File: config.mk
export PLATFORM = sky130hd
export DESIGN_NAME = fixed_point_divider
export DESIGN_NICKNAME = d
export VERILOG_FILES = /design/src/rtl/fixed_point_divider.sv
export SDC_FILE = /design/constraint.sdc
export NUM_CORES = 1
export LEC_CHECK = 0
export CAP_MARGIN = 20
export CELL_PAD_IN_SITES_DETAIL_PLACEMENT = 0
export CELL_PAD_IN_SITES_GLOBAL_PLACEMENT = 1
export CORE_MARGIN = 2
export CORE_UTILIZATION = 46
export CTS_CLUSTER_DIAMETER = 200
export CTS_CLUSTER_SIZE = 25
export DETAILED_ROUTE_END_ITERATION = 16
export PLACE_DENSITY = 0.82
export SLEW_MARGIN = 25
export SYNTH_ARGS = -nofsm -noshare
export SYNTH_HDL_FRONTEND = slang
export SYNTH_SLANG_ARGS = --single-unit
File: constraint.sdc
create_clock -name clk -period 3.4 [get_ports clk]
set_clock_uncertainty 0.2 [all_clocks]
set_input_delay 0.51 -clock clk [delete_from_list [all_inputs] [get_ports clk]]
set_output_delay 0.51 -clock clk [all_outputs]
set_load 0.03 [all_outputs]
File: src/rtl/fixed_point_divider.sv
// Unsigned Q5.11 fixed-point divider: restoring division, one quotient bit per cycle, MSB first.
// Define DIV_SATURATE_EN to clamp the result to 0xFFFF on overflow (default build wraps to Q[15:0]).
module fixed_point_divider #(
  parameter int FRAC_BITS = 11
) (
  input  logic        clk,
  input  logic        reset,
  input  logic        start,
  input  logic [15:0] a,
  input  logic [15:0] b,
  output logic [15:0] result,
  output logic        busy,
  output logic        done,
  output logic        div_by_zero,
  output logic        overflow
);

  localparam int DW       = 16;
  localparam int NUM_ITER = DW + FRAC_BITS;
  localparam int CNT_W    = $clog2(NUM_ITER);

  typedef enum logic [1:0] {
    S_IDLE,
    S_BUSY,
    S_DONE
  } state_t;

  state_t r_state;
  state_t w_next_state;
  logic   w_accept;
  logic   w_finish;

  // Working registers: r_shift holds the unconsumed dividend bits in its upper
  // part and the quotient bits gathered so far in its lower part.
  logic [NUM_ITER-1:0] r_shift;
  logic [DW-1:0]       r_rem;
  logic [DW-1:0]       r_divisor;
  logic                r_div_zero;
  logic [CNT_W-1:0]    r_count;

  logic [DW-1:0]       r_result;
  logic                r_dbz_flag;
  logic                r_ovf_flag;

  logic [DW:0]         w_rem_shift;
  logic                w_fits;
  logic [DW-1:0]       w_diff;
  logic [DW-1:0]       w_rem_next;
  logic [NUM_ITER-1:0] w_quot_next;
  logic                w_quot_ovf;

  // ---------------------------------------------------------------------------
  // Control FSM
  // ---------------------------------------------------------------------------
  always_ff @(posedge clk) begin
    if (reset) r_state <= S_IDLE;
    else       r_state <= w_next_state;
  end

  // NOTE: every signal driven here gets a default first, so no path can
  // leave one unassigned and infer a latch.
  always_comb begin
    w_next_state = r_state;
    w_accept     = 1'b0;
    w_finish     = 1'b0;
    busy         = 1'b0;
    done         = 1'b0;
    unique case (r_state)
      S_IDLE: begin
        if (start) begin
          w_accept     = 1'b1;
          w_next_state = S_BUSY;
        end
      end
      S_BUSY: begin
        busy = 1'b1;
        if (r_div_zero || (r_count == CNT_W'(NUM_ITER - 1))) begin
          w_finish     = 1'b1;
          w_next_state = S_DONE;
        end
      end
      S_DONE: begin
        done = 1'b1;
        if (start) begin
          w_accept     = 1'b1;
          w_next_state = S_BUSY;
        end else begin
          w_next_state = S_IDLE;
        end
      end
      default: w_next_state = S_IDLE;
    endcase
  end

  // ---------------------------------------------------------------------------
  // Restoring division step
  // ---------------------------------------------------------------------------
  always_comb begin
    w_rem_shift = {r_rem, r_shift[NUM_ITER-1]};
    w_fits      = (w_rem_shift >= {1'b0, r_divisor});
    // When the divisor fits, the difference is below the divisor and so fits DW bits.
    w_diff      = w_rem_shift[DW-1:0] - r_divisor;
    w_rem_next  = w_fits ? w_diff : w_rem_shift[DW-1:0];
    w_quot_next = {r_shift[NUM_ITER-2:0], w_fits};
    w_quot_ovf  = |w_quot_next[NUM_ITER-1:DW];
  end

  // NOTE: the working registers are not reset; each accept reloads all of
  // them before they are used, and reset alone cannot produce a done pulse.
  always_ff @(posedge clk) begin
    if (w_accept) begin
      r_shift    <= {a, {FRAC_BITS{1'b0}}};
      r_rem      <= '0;
      r_divisor  <= b;
      r_div_zero <= (b == '0);
      r_count    <= '0;
    end else if (r_state == S_BUSY) begin
      r_shift    <= w_quot_next;
      r_rem      <= w_rem_next;
      r_count    <= r_count + 1'b1;
    end
  end

  // ---------------------------------------------------------------------------
  // Result and status registers: written only on the edge entering DONE
  // ---------------------------------------------------------------------------
  always_ff @(posedge clk) begin
    if (reset) begin
      r_result   <= '0;
      r_dbz_flag <= 1'b0;
      r_ovf_flag <= 1'b0;
    end else if (w_finish) begin
      if (r_div_zero) begin
        r_result   <= '1;
        r_dbz_flag <= 1'b1;
        r_ovf_flag <= 1'b0;
      end else begin
        r_dbz_flag <= 1'b0;
        r_ovf_flag <= w_quot_ovf;
`ifdef DIV_SATURATE_EN
        r_result   <= w_quot_ovf ? '1 : w_quot_next[DW-1:0];
`else
        r_result   <= w_quot_next[DW-1:0];
`endif
      end
    end
  end

  assign result      = r_result;
  assign div_by_zero = r_dbz_flag;
  assign overflow    = r_ovf_flag;

endmodule
### After elaboration in Yosys (flattened, before gate mapping)

Cells that the tools add are included.

* register bits after elaboration: 85
* output and inout bits: 20
* input bits: 35
* word-level logic and storage cells: 41

* equal/unequal tests: 5
* add/sub/neg operators: 2
* reduce and logical (&&, ||, !) cells: 7
* order comparisons: 1
* multiplexer cells: 16

Operators with widths (number)
* 27-bit 2-to-1 mux: 2
* 16-bit 2-to-1 mux: 2
* 17-bit by 16-bit >= comparator with 1-bit output: 1
* 16-bit zero test: 1
* 16-bit subtractor: 1
* 11-bit OR reduction: 1
* 1-bit 2-to-1 mux: 9
* 2-bit one-hot mux with 3 select lines: 1
* 5-bit by 1-bit adder with 5-bit output, second input constant: 1
* 5-bit equality test, second input constant: 1
* 2-bit 2-to-1 mux: 2
* 2-bit inequality test, second input constant: 2
* 2-bit by 1-bit equality test with 1-bit output, second input constant: 1
* 2-bit equality test, second input constant: 1
* 2-bit zero test: 1
* 2-bit AND reduction: 1
* 2-bit nonzero test: 1
* 2-bit OR reduction: 1
* 1-bit logical OR: 1

### Depth between registers and ports, before layout

* word-level depth: 4
* depth in mapped cells: 10
* mapped depth without buffers: 9

### Least setup slack after synthesis

Ideal clock, no wire load.

* path type: register to register
* from: register r_divisor[1]
* to: register r_rem[13]
* path slack: 1.086 ns
* required time: 3.116 ns
* clock period less this slack: 2.314 ns
* buffers on the path: 0
* stages on the path, launching flop included: 9
* library setup time: 0.084 ns
* arrival: 2.029 ns
* cells stage by stage: edfxtp_1 -> inv_1 -> ha_1 -> nand2b_1 -> a211o_1 -> a211o_1 -> a21oi_1 -> mux2_2 -> o31ai_2

* word-level cells in the longest chain between the ends: 2
* elaborated cells on any way between the ends: 3
* those cells by class: add/sub (1); order compare (1); mux (1)

RTL lines
* from (decl): RTL line 37 `logic [DW-1:0] r_divisor;`
* from (signal assigned): RTL line 114 `r_divisor <= b;`
* 16-bit subtractor or 17-bit by 16-bit >= comparator with 1-bit output (tied branches): RTL line 102, 100
* 16-bit 2-to-1 mux *: RTL line 103 `w_rem_next = w_fits ? w_diff : w_rem_shift[DW-1:0];`
* to (signal assigned): RTL line 119 `r_rem <= w_rem_next;`
* to (decl): RTL line 36 `logic [DW-1:0] r_rem;`

Every way passes the cells marked *; elsewhere a longest branch is shown, timed or not.
A chain may end at the register's enable or synchronous reset.

### Worst setup path in the final report

* from: register r_divisor[12]
* to: register r_rem[1]

* word-level cells in the longest chain between the ends: 2

RTL lines
* 17-bit by 16-bit >= comparator with 1-bit output: RTL line 100 `w_fits = (w_rem_shift >= {1'b0, r_divisor});`
* 16-bit 2-to-1 mux: RTL line 103

No other way between the ends.

==> out/summary.txt <==
========================================================================================
Area Overhead vs Synth                                                             20.4%
Result of the run                                                              completed
Leading cell types by count after synthesis                                 dfxtp_1, nor2_1, edfxtp_1
Bufs on Longest Clock Path                                                             2
Layout filler cell count                                                             807
Number of antenna violations at the first check in global routing                      0
R2R Path Start                                                              r_divisor[12]
Worst path max stage delay                                                       0.48 ns
Number of endpoints with negative hold slack in the final report                       0
Relative contribution of the clock network to total power                          26.3%
Count of mapped cells out of synthesis                                               437
Antenna-violating nets left                                                            0
Startpoint Class                                                                register
Num Clock Sinks                                                                       85
Overall die height                                                               99.9 um
Maximum number of pins on one net before global-route repair                          40
Final TNS setup                                                                     0 ns
Psw                                                                               997 uW
Sum of buffers and inverters on the critical path                                      1
Clock latency at the later pin of the worst-skew pair                            0.36 ns
Number of vias in the routed layout                                                3,499
Post-route fraction of the period consumed by the critical path                    77.6%
WP data required                                                                 3.46 ns
Synth warn                                                                             0
Maximum resistive drop on vdd                                                 0.000300 V
Number of enable flip-flop cells after synthesis                                      33
Summed instance area of the synthesized netlist                               4230 sq um
Total nets after synthesis                                                           491
Worst Max-Slew Pin Slew                                                         0.738 ns
Number of global-route vias before repair                                          3,354
Data arrival at the endpoint of the critical path                                2.70 ns
Max Cap Violations                                                                     0
Worst path cell trace                                                       inv_1, ha_1, nand2_1, o21ai_1, nor2_1, a21boi_4, o21ai_0, a32o_1
Die Outline Area                                                              9980 sq um
Switching Fraction                                                                 34.6%
H-tree lvl count                                                                       3
Total DRC errors in the routed layout                                                  0
Layout cells sized above 1                                                         7.68%
GP Congestion                                                                      0.840
Relative slew slack                                                                50.7%
Part of the total power dissipated in combinational logic                          30.6%
Width of the die                                                                 99.9 um
Pre-antenna DRT Iters                                                                  4
Overall track demand over capacity in global routing                               20.5%
Buffers inserted during post-CTS setup optimization                                    0
Standard cell with the maximum stage delay on the critical path                 a21boi_4
Setup CP Type                                                               register to register
Setup crit end kind                                                             register
Mean number of vias per cell                                                        5.80
Fraction of registers with async set/reset                                            0%
Post-cts sizing count                                                                  0
Critical Path Source                                                        r_divisor[12]
Post-layout total power                                                          2880 uW
Post-CTS Hold Buffers                                                                  0
Unrepaired setup endpoints after global routing                                    false
Detailed router's first-iteration violation count                                    193
Detailed-route wire length per cell                                              16.6 um
Peak clock frequency supported by timing                                       0.379 GHz
Category of cells accounting for the largest share of critical-path delay   compound AO/OA/AOI/OAI gates
Clock transition at the registers of the reported paths                          0.10 ns
Total overflow reported by the global router                                           0
Leakage dissipation                                                           0.00191 uW
Area contributors post-synth                                                dfxtp_1, edfxtp_1, a22o_1
Quantity of I/O buffers inserted on ports                                             54
Library cell with the highest instance count after synthesis                     dfxtp_1
Clock tree from TritonCTS                                                            yes
Hold WS                                                                         0.285 ns
Pre-CTS setup slack                                                             0.782 ns
Area of the core                                                              8810 sq um
Setup ws final                                                                  0.760 ns
Root buffer cell                                                                clkbuf_8
Internal portion of total power                                                  1880 uW
Num CTS Buffers                                                                        9
Biggest area consumer among synthesized cells                                    dfxtp_1
Unique cell type count in the Yosys netlist                                           56
Launch instance of the worst min-delay path                                  div_by_zero
Effective utilization at floorplan                                                 48.1%
Total of flip-flops plus latches after synthesis                                      85
End-of-flow core utilization                                                       57.9%
Predominant post-synthesis flop cell                                             dfxtp_1
Final Max Tran Viols                                                                   0
Worst min-delay path class                                                  register to register
First-pass GRT wire length                                                       16.3 mm
Routed WL                                                                        10.0 mm
Critical-path maximum fanout                                                          17
Final critical delay including setup and external delays                         2.64 ns
NumNets Final                                                                        544
Sequential cell fraction of total power                                            43.1%
Sequential element share of the synthesized area                                   48.0%
Io pins                                                                               55
Power density of the placed cells                                            565 nW/um^2
Synthesized area divided by synthesized cell count                            9.68 sq um
Site Rows                                                                             34
Number of diodes added for antenna fixing                                              0
HPWL after detailed placement                                                    6.96 mm
Area share of the largest cell type after synthesis                                24.6%
Final setup violation count                                                            0
========================================================================================
[cell families after synthesis]
logic type | count (synthesis) | synth area share [%]
buffers and inverters | 46 | 4.58
and+or+nand+nor | 143 | 17.0
DFF | 85 | 48.0
muxes | 2 | 0.503
adders and majority gates | 19 | 5.80
xor gates and xnor gates | 10 | 2.07
AOI/OAI and AO/OA | 132 | 22.0
[path summary, 6_finish.rpt]
path	to	slack (ns)	cells after the start
max reg2reg	r_rem[1]	0.76	8
max	r_rem[1]	0.76	8
min reg2reg	div_by_zero	0.28	2
min	div_by_zero	0.28	2
[flip-flops by register name, indices dropped and copies added (netlist names)]
signal and count:
r_shift 27, r_divisor 16, r_rem 16, overflow 1
r_state 2, div_by_zero 1, r_div_zero 1, result 16
r_count 5
[power groups by stage]
stage          sequential, uW  combinational, uW  clock (uW)
2_1_floorplan            1260                616           0
3_3_place_gp             1260                862           0
3_5_place_dp             1260                872           0
4_1_cts                  1240                877         772
5_1_grt                  1250                974         812
6_report                 1240                881         756
[area by class of cell]
type,instances,area (sq um),area share (%)
repair buffers,66,631,12.4
well taps,108,135,2.65
clock inverters,5,47.5,0.933
inverters,22,82.6,1.62
flip-flops and latches,85,2030,39.9
clock buffers,11,163,3.19
multi-input cells,306,2010,39.4
[metrics by stage]
step,cell area [sq um],cells
floorplan,4230,437
global placement,4890,587
detailed placement,4890,587
CTS,5100,603
global route,5100,603
finish,5100,603
[worst reg2reg max path, stage by stage, from the launching register on]
cell	delay, ns
edfxtp_1	0.35
inv_1	0.04
ha_1	0.44
nand2_1	0.17
o21ai_1	0.30
nor2_1	0.15
a21boi_4	0.48
o21ai_0	0.14
a32o_1	0.27
[placed cells by master, fill, tap and decap left out, types with 3 or more instances in the layout]
cell type        synthesis  final
a21o_1                   5      5
nand2b_1                 6      6
inv_1                   21     21
nor2_1                  41     41
dfxtp_1                 52     52
clkbuf_8                 0     10
nand2_1                 17     17
nand4_1                  3      3
o21ai_0                 28     28
ha_1                    18     18
xor2_1                   4      4
or3_1                    6      6
o211ai_1                 8      8
a21oi_1                 17     17
nor3_1                  21     21
a22o_1                  26     26
edfxtp_1                33     33
nand3_1                 15     15
and3_1                   3      3
clkdlybuf4s50_1          0     54
xnor2_1                  6      6
nor4_1                  21     21
o21ai_1                  8      8
buf_4                    0     12
a31oi_1                 14     14
nor2b_1                  3      3
o21a_1                   4      4
[routing by layer]
layer	vias to the layer above	wire length, um	GRT usage [%]	part of all wire [%]
met3	5	492	3.34	4.9
met1	1658	4890	29.5	49
li1	1751	-	-	-
met5	-	0	0	0
met2	85	4600	32.1	46
met4	0	53	5.80	0.53
No activity file was read; power rests on OpenSTA's default activity.
